File: config.mk
export PLATFORM = sky130hd
export DESIGN_NAME = imem_sync_fetch
export DESIGN_NICKNAME = d
export VERILOG_FILES = /design/src/rtl/imem_sync_fetch.sv
export SDC_FILE = /design/constraint.sdc
export NUM_CORES = 2
export LEC_CHECK = 0
export CAP_MARGIN = 5
export CORE_UTILIZATION = 45
export CTS_BUF_LIST = sky130_fd_sc_hd__clkbuf_4 sky130_fd_sc_hd__clkbuf_8
export DETAILED_ROUTE_END_ITERATION = 8
export HOLD_SLACK_MARGIN = 0.15
export PLACE_DENSITY = 0.72
export SLEW_MARGIN = 20
export SYNTH_ARGS = -nofsm -noshare
export SYNTH_HDL_FRONTEND = slang
export SYNTH_SLANG_ARGS = --single-unit
File: constraint.sdc
create_clock -name clk -period 10.57 [get_ports clk]
set_input_delay 2.114 -clock clk [delete_from_list [all_inputs] [get_ports clk]]
set_output_delay 2.114 -clock clk [all_outputs]
set_load 0.005 [all_outputs]
File: src/rtl/imem_sync_fetch.sv
// Synchronous instruction memory with a valid/ready fetch port, a LATENCY-deep
// response pipeline, a word-load port and a saturating fault counter.
module imem_sync_fetch #(
  parameter int unsigned       DATA_W    = 32,
  parameter int unsigned       ADDR_W    = 32,
  parameter int unsigned       DEPTH     = 64,
  parameter int unsigned       LATENCY   = 2,
  parameter logic [DATA_W-1:0] INIT_WORD = '0
) (
  input  logic                     clk,
  input  logic                     reset,
  input  logic                     req_valid,
  output logic                     req_ready,
  input  logic [ADDR_W-1:0]        req_addr,
  output logic                     rsp_valid,
  input  logic                     rsp_ready,
  output logic [DATA_W-1:0]        rsp_data,
  output logic                     rsp_fault,
  input  logic                     ld_en,
  input  logic [$clog2(DEPTH)-1:0] ld_addr,
  input  logic [DATA_W-1:0]        ld_data,
  output logic [7:0]               fault_cnt
);

  localparam int unsigned IDX_W = $clog2(DEPTH);

  // Storage holds word ^ INIT_WORD so that cells that come up cleared read as
  // INIT_WORD, and reset never has to touch the array.
  logic [DATA_W-1:0]  mem_q [DEPTH];

  logic [LATENCY-1:0] pv_q;
  logic [LATENCY-1:0] pf_q;
  logic [DATA_W-1:0]  pd_q [LATENCY];
  logic [LATENCY-1:0] adv_c;
  logic [7:0]         fault_cnt_q;

  logic               accept_c;
  logic               fault_c;
  logic [IDX_W-1:0]   idx_c;
  logic [DATA_W-1:0]  rdata_c;

  // Stage i may load this edge if it, or any stage after it, has room or the
  // output is being consumed; this also collapses bubbles.
  always_comb begin
    logic hole;
    hole  = rsp_ready;
    adv_c = '0;
    for (int i = int'(LATENCY) - 1; i >= 0; i--) begin
      hole     = hole | ~pv_q[i];
      adv_c[i] = hole;
    end
  end

  // Request decode: range check uses the full address, read is skipped on fault.
  always_comb begin
    idx_c     = req_addr[IDX_W+1:2];
    fault_c   = (req_addr[1:0] != 2'b00) || ((req_addr >> 2) >= ADDR_W'(DEPTH));
    rdata_c   = fault_c ? '0 : (mem_q[idx_c] ^ INIT_WORD);
    req_ready = ~reset & ~ld_en & adv_c[0];
    accept_c  = req_valid & req_ready;
  end

  // Load port write; contents survive reset.
  always_ff @(posedge clk) begin
    if (ld_en) begin
      mem_q[ld_addr] <= ld_data ^ INIT_WORD;
    end
  end

  // Response pipeline: stage 0 captures the read at accept, later stages shift.
  always_ff @(posedge clk) begin
    if (reset) begin
      pv_q <= '0;
      pf_q <= '0;
      for (int i = 0; i < int'(LATENCY); i++) begin
        pd_q[i] <= '0;
      end
    end else begin
      if (adv_c[0]) begin
        pv_q[0] <= accept_c;
        pf_q[0] <= accept_c & fault_c;
        pd_q[0] <= accept_c ? rdata_c : '0;
      end
      for (int i = 1; i < int'(LATENCY); i++) begin
        if (adv_c[i]) begin
          pv_q[i] <= pv_q[i-1];
          pf_q[i] <= pf_q[i-1];
          pd_q[i] <= pd_q[i-1];
        end
      end
    end
  end

  // Saturating count of faulted responses taken by the consumer.
  always_ff @(posedge clk) begin
    if (reset) begin
      fault_cnt_q <= '0;
    end else if (rsp_valid && rsp_ready && rsp_fault && (fault_cnt_q != 8'hFF)) begin
      fault_cnt_q <= fault_cnt_q + 8'd1;
    end
  end

  assign rsp_valid = pv_q[LATENCY-1];
  assign rsp_fault = pf_q[LATENCY-1];
  assign rsp_data  = pd_q[LATENCY-1];
  assign fault_cnt = fault_cnt_q;

endmodule
Yosys cells after proc, flatten, opt, wreduce, memory -nomap -nowiden
Memories as Yosys holds them, arrays and structs flattened. Cells that the tools add are included. Widths: inputs -> output; s select.

Memories: 2. Word-level logic and storage cells: 41. RAM bits: 2112. Bits of input ports: 75. Flip-flop bits (word level): 12. Output and inout port bits: 43.

Memories: mem_q (words 64, width 32, rd ports 1, clocked after memory_dff 0, write ports 1, line 29) `logic [DATA_W-1:0] mem_q [DEPTH];`; pd_q (words 2, width 32, rd ports 2, clocked after memory_dff 0, write ports 2, line 33) `logic [DATA_W-1:0] pd_q [LATENCY];`.

Add/sub/neg operators: 1. Magnitude comparators: 1. Eq/ne operators: 1. Muxes and demuxes: 14. Reduce and logical (&&, ||, !) cells: 5. Bitwise operators: 12.

Operators with widths (number): $mux 32 (4); $ge 30x7->1 const B (1); $mux 1 (10); $add 8x1->8 const B (1); $ne 8x8->1 const B (1); $and 1x1->1 (4); $not 1->1 (4); $or 1x1->1 (4); $logic_and 1x1->1 (3); $reduce_bool 2->1 (1); $logic_or 1x1->1 (1).

Logic depth before layout (Yosys ltp)
Word-level depth: 7. Gate-level depth with buffers: 10. Depth with buffers taken out: 6.

Worst setup path after synthesis
Ideal clock, no wire load.

Path type: in2reg. Start point: input ld_addr[5]. End point: memory mem_q[48][0], enable pin. Buffers on the path: 1. Arrival: 4.990 ns. Data required time: 10.109 ns. Setup time: 0.461 ns. Setup slack: 5.119 ns. Stages on the path: 4. Cells stage by stage: clkbuf_1 -> nand3_1 -> or3_1 -> nor3_1.

RTL lines: from (decl) (line 20) `input logic [$clog2(DEPTH)-1:0] ld_addr,`; to (decl) (line 29).

Straight into the memory's write port.

Worst setup path after layout
Start point: input reset. End point: output req_ready.

Word-level cells in the longest chain between the ends: 3.

Ends and longest elaborated chain: from (decl) (line 11) `input logic reset,`; $not 1->1 (line 59) `req_ready = ~reset & ~ld_en & adv_c[0];`; $and 1x1->1 (2 in a row) (line 59); to (decl) (line 13) `output logic req_ready,`.

Every way passes these cells.

==> metrics.yaml <==
die:
  rows: 155
  ios: 118
  start_util: 0.454
  core_area_um2: 179000
  die_area_um2: 182000
  die_w_um: 427
  die_h_um: 427
timing:
  fmax_mhz: 152
  hold_ws_ns: 0.561
  hold_viol: 0
  max_slew_margin: 0.241
  finalSetupViolCount: 0
  rsz0062_at_grt: "false"
  max_slew.worst_pin.slew_ns: 1.14
  finalCritPeriodShare: 0.622
  timing.final.max_slew_violations: 0
  min_period_ns: 6.57
  tns_ns: 0
  clock_skew_ns: 0.0675
routing:
  viasPerCell: 6.10
  postRouteAntennaNets: 0
  wirelength_um: 198000
  wl_per_cell_um: 30.2
  dr.first_iter.drc_count: 5039
  vias: 40000
  drt-pass1-iter-count: 5
  drc: 0
logic_synthesis:
  syn_area_um2: 81200
  ys_dominant_reg_cell: "edfxtp_1"
  yosys-top-cells-area: "edfxtp_1 78%, mux4_2 13%, mux2i_1 1.6%"
  async_reset_ff_frac: 0
  synth-edff-count: 2112
  yosys_warnings: 0
  synth_cell_types: 52
  yosysTopAreaCellShare: 0.781
  syn_inst: 3620
  yosys.area.top_type: "edfxtp_1"
  synth-seq-cells: 2124
  synth.avg_cell_area_um2: 22.4
  synth_nets: 3696
  seq_area_frac_synth: 0.784
clock_network:
  holdBufCountCts: 0
  cts_setup_buffers: 0
  htreeDepth: 5
  cts_tree: "yes"
  clock_path_buffers: 4
  clkSinkCount: 2124
  cts_resized: 0
  cts_made_buffers: 340
  clock-root-buffer: "clkbuf_8"
  cts.clk_slew.worst_paths_ns: 0.06
  clkLatencyLatePin_ns: 1.04
setup_path:
  critPathBufInv: 4
  slowest_delay_ns: 0.62
  arrival_ns: 4.46
  critPathKind: "in2out"
  cp_max_fo: 36
  path_delay_family: "buffers and inverters"
  critPathMostFrequentCell: "clkdlybuf4s50_1"
  path_cells: "clkdlybuf4s50_1, clkinv_1, buf_4, and3_1, clkdlybuf4s50_1"
  start_kind: "input pin"
  rr_worst_depth: 6
  crit_path_end_kind: "output pin"
  worstPathRequired_ns: 8.46
  critPathSlowestCell: "clkdlybuf4s50_1"
  path_depth: 5
run_status:
  status: "finished, final reports clean"
cells_and_area:
  post-route-util: 0.512
  fin_area_um2: 91500
  final_common_cell: "edfxtp_1"
  nNetsFinal: 4031
  area_growth_pct: 12.8
  layout_common_cells: "2112 x edfxtp_1, 457 x mux4_2, 345 x clkbuf_8"
  drive_above_1_share: 0.298
power:
  leakage_nw: 28.9
  vdd_drop_max_mv: 0.143
  power-per-cell-area_nw_per_um2: 183
global_route:
  grt_pass1_vias: 40600
  antenna_found_initial: 10
  grt_pass1_wl_um: 283000
  grt_max_degree: 130
  overflow: 0
  track_usage: 0.217
place:
  place_area_um2: 85200
  port_buffers: 117
  place_hpwl_um: 109000
  gp_routability_congestion: 0.803
hold_path:
  hold_path_class: "reg2reg"
  hold_depth: 1
job:
  max_cap_violations: 0
## power by group
| part | switching, mW | leakage, nW | total (mW) | internal, mW |
|---|---|---|---|---|
| clock | 3.06 | 3.34 | 6.65 | 3.59 |
| sequential | 0.0141 | 19.3 | 9.33 | 9.32 |
| combinational | 0.462 | 6.25 | 0.735 | 0.273 |
## synth_stat cells, drive strengths merged, types with 2 or more instances
cell type	count
inv	8
o2111ai	2
nor3	24
and3	35
nand3b	4
buf	170
clkbuf	65
nand4	6
nor3b	2
a221o	26
nand3	30
o22ai	68
a2111oi	8
a211oi	24
a22o	55
a21oi	31
o221ai	10
or4	2
edfxtp	2112
mux2	65
nor2	94
a221oi	11
nor4	6
o2bb2ai	2
or3	6
a22oi	63
mux4	457
nor2b	9
and2	3
xnor2	5
o31ai	4
nand2b	4
a31oi	10
nand2	49
mux2i	126
or3b	4
dfxtp	12
## layout make-up
type | count | area, um2
Fill cell | 13800 | 87300
Sequential cell | 2124 | 63700
Multi-Input combinational cell | 1252 | 16600
Clock buffer | 460 | 5610
Tap cell | 2355 | 2950
Timing Repair Buffer | 228 | 1980
Clock inverter | 117 | 677
Inverter | 9 | 33.8
Antenna cell | 7 | 17.5
## layer usage
metal  track usage  part of all wire  vias up
met2         0.345              0.48     2213
met5             0           0.00011        -
met3        0.0444             0.096      421
met1         0.293              0.38    21200
li1              -                 -    16100
met4        0.0956             0.041        4
## state kept, by name, summed over array words and instances (netlist names)
signal,count
pf_q,2
pd_q,64
pv_q,2
mem_q,2048
fault_cnt,8
## path summary, 6_finish.rpt
| kind | from | to | slack, ns |
|---|---|---|---|
| setup / recovery | reset | req_ready | 4.00 |
| hold / removal | pd_q[0][30] | pd_q[0][62] | 0.56 |
| setup reg to reg | pv_q[0] | pd_q[0][29] | 6.77 |
| hold reg to reg | pd_q[0][30] | pd_q[0][62] | 0.56 |
## worst reg2reg max path: cells and delay by family (launching register included)
kind / cells / cell delay, ns
and+or+nand+nor: 4 / 2.63
buffers and inverters: 1 / 0.42
DFF: 1 / 0.39
AOI/OAI and AO/OA: 1 / 0.19
## cell families after synthesis
| family | Yosys count | synth area share |
|---|---|---|
| xor gates and xnor gates | 6 | 0.000647 |
| and+or+nand+nor | 279 | 0.0166 |
| buffers and inverters | 244 | 0.0175 |
| muxes | 648 | 0.151 |
| AOI/OAI and AO/OA | 318 | 0.0294 |
| adders and majority gates | 1 | 0.000154 |
| DFF | 2124 | 0.784 |
## per-stage QoR
step | worst slack [ns] | total power, mW | cells
floorplan | 5.12 | 9.93 | 3620
global placement | 4.07 | 10.2 | 5967
detailed placement | 4.05 | 10.2 | 5967
CTS | 4.06 | 16.8 | 6544
global route | 4.02 | 17.2 | 6551
finish | 4.00 | 16.7 | 6552
(Power assumes the default switching activity.)
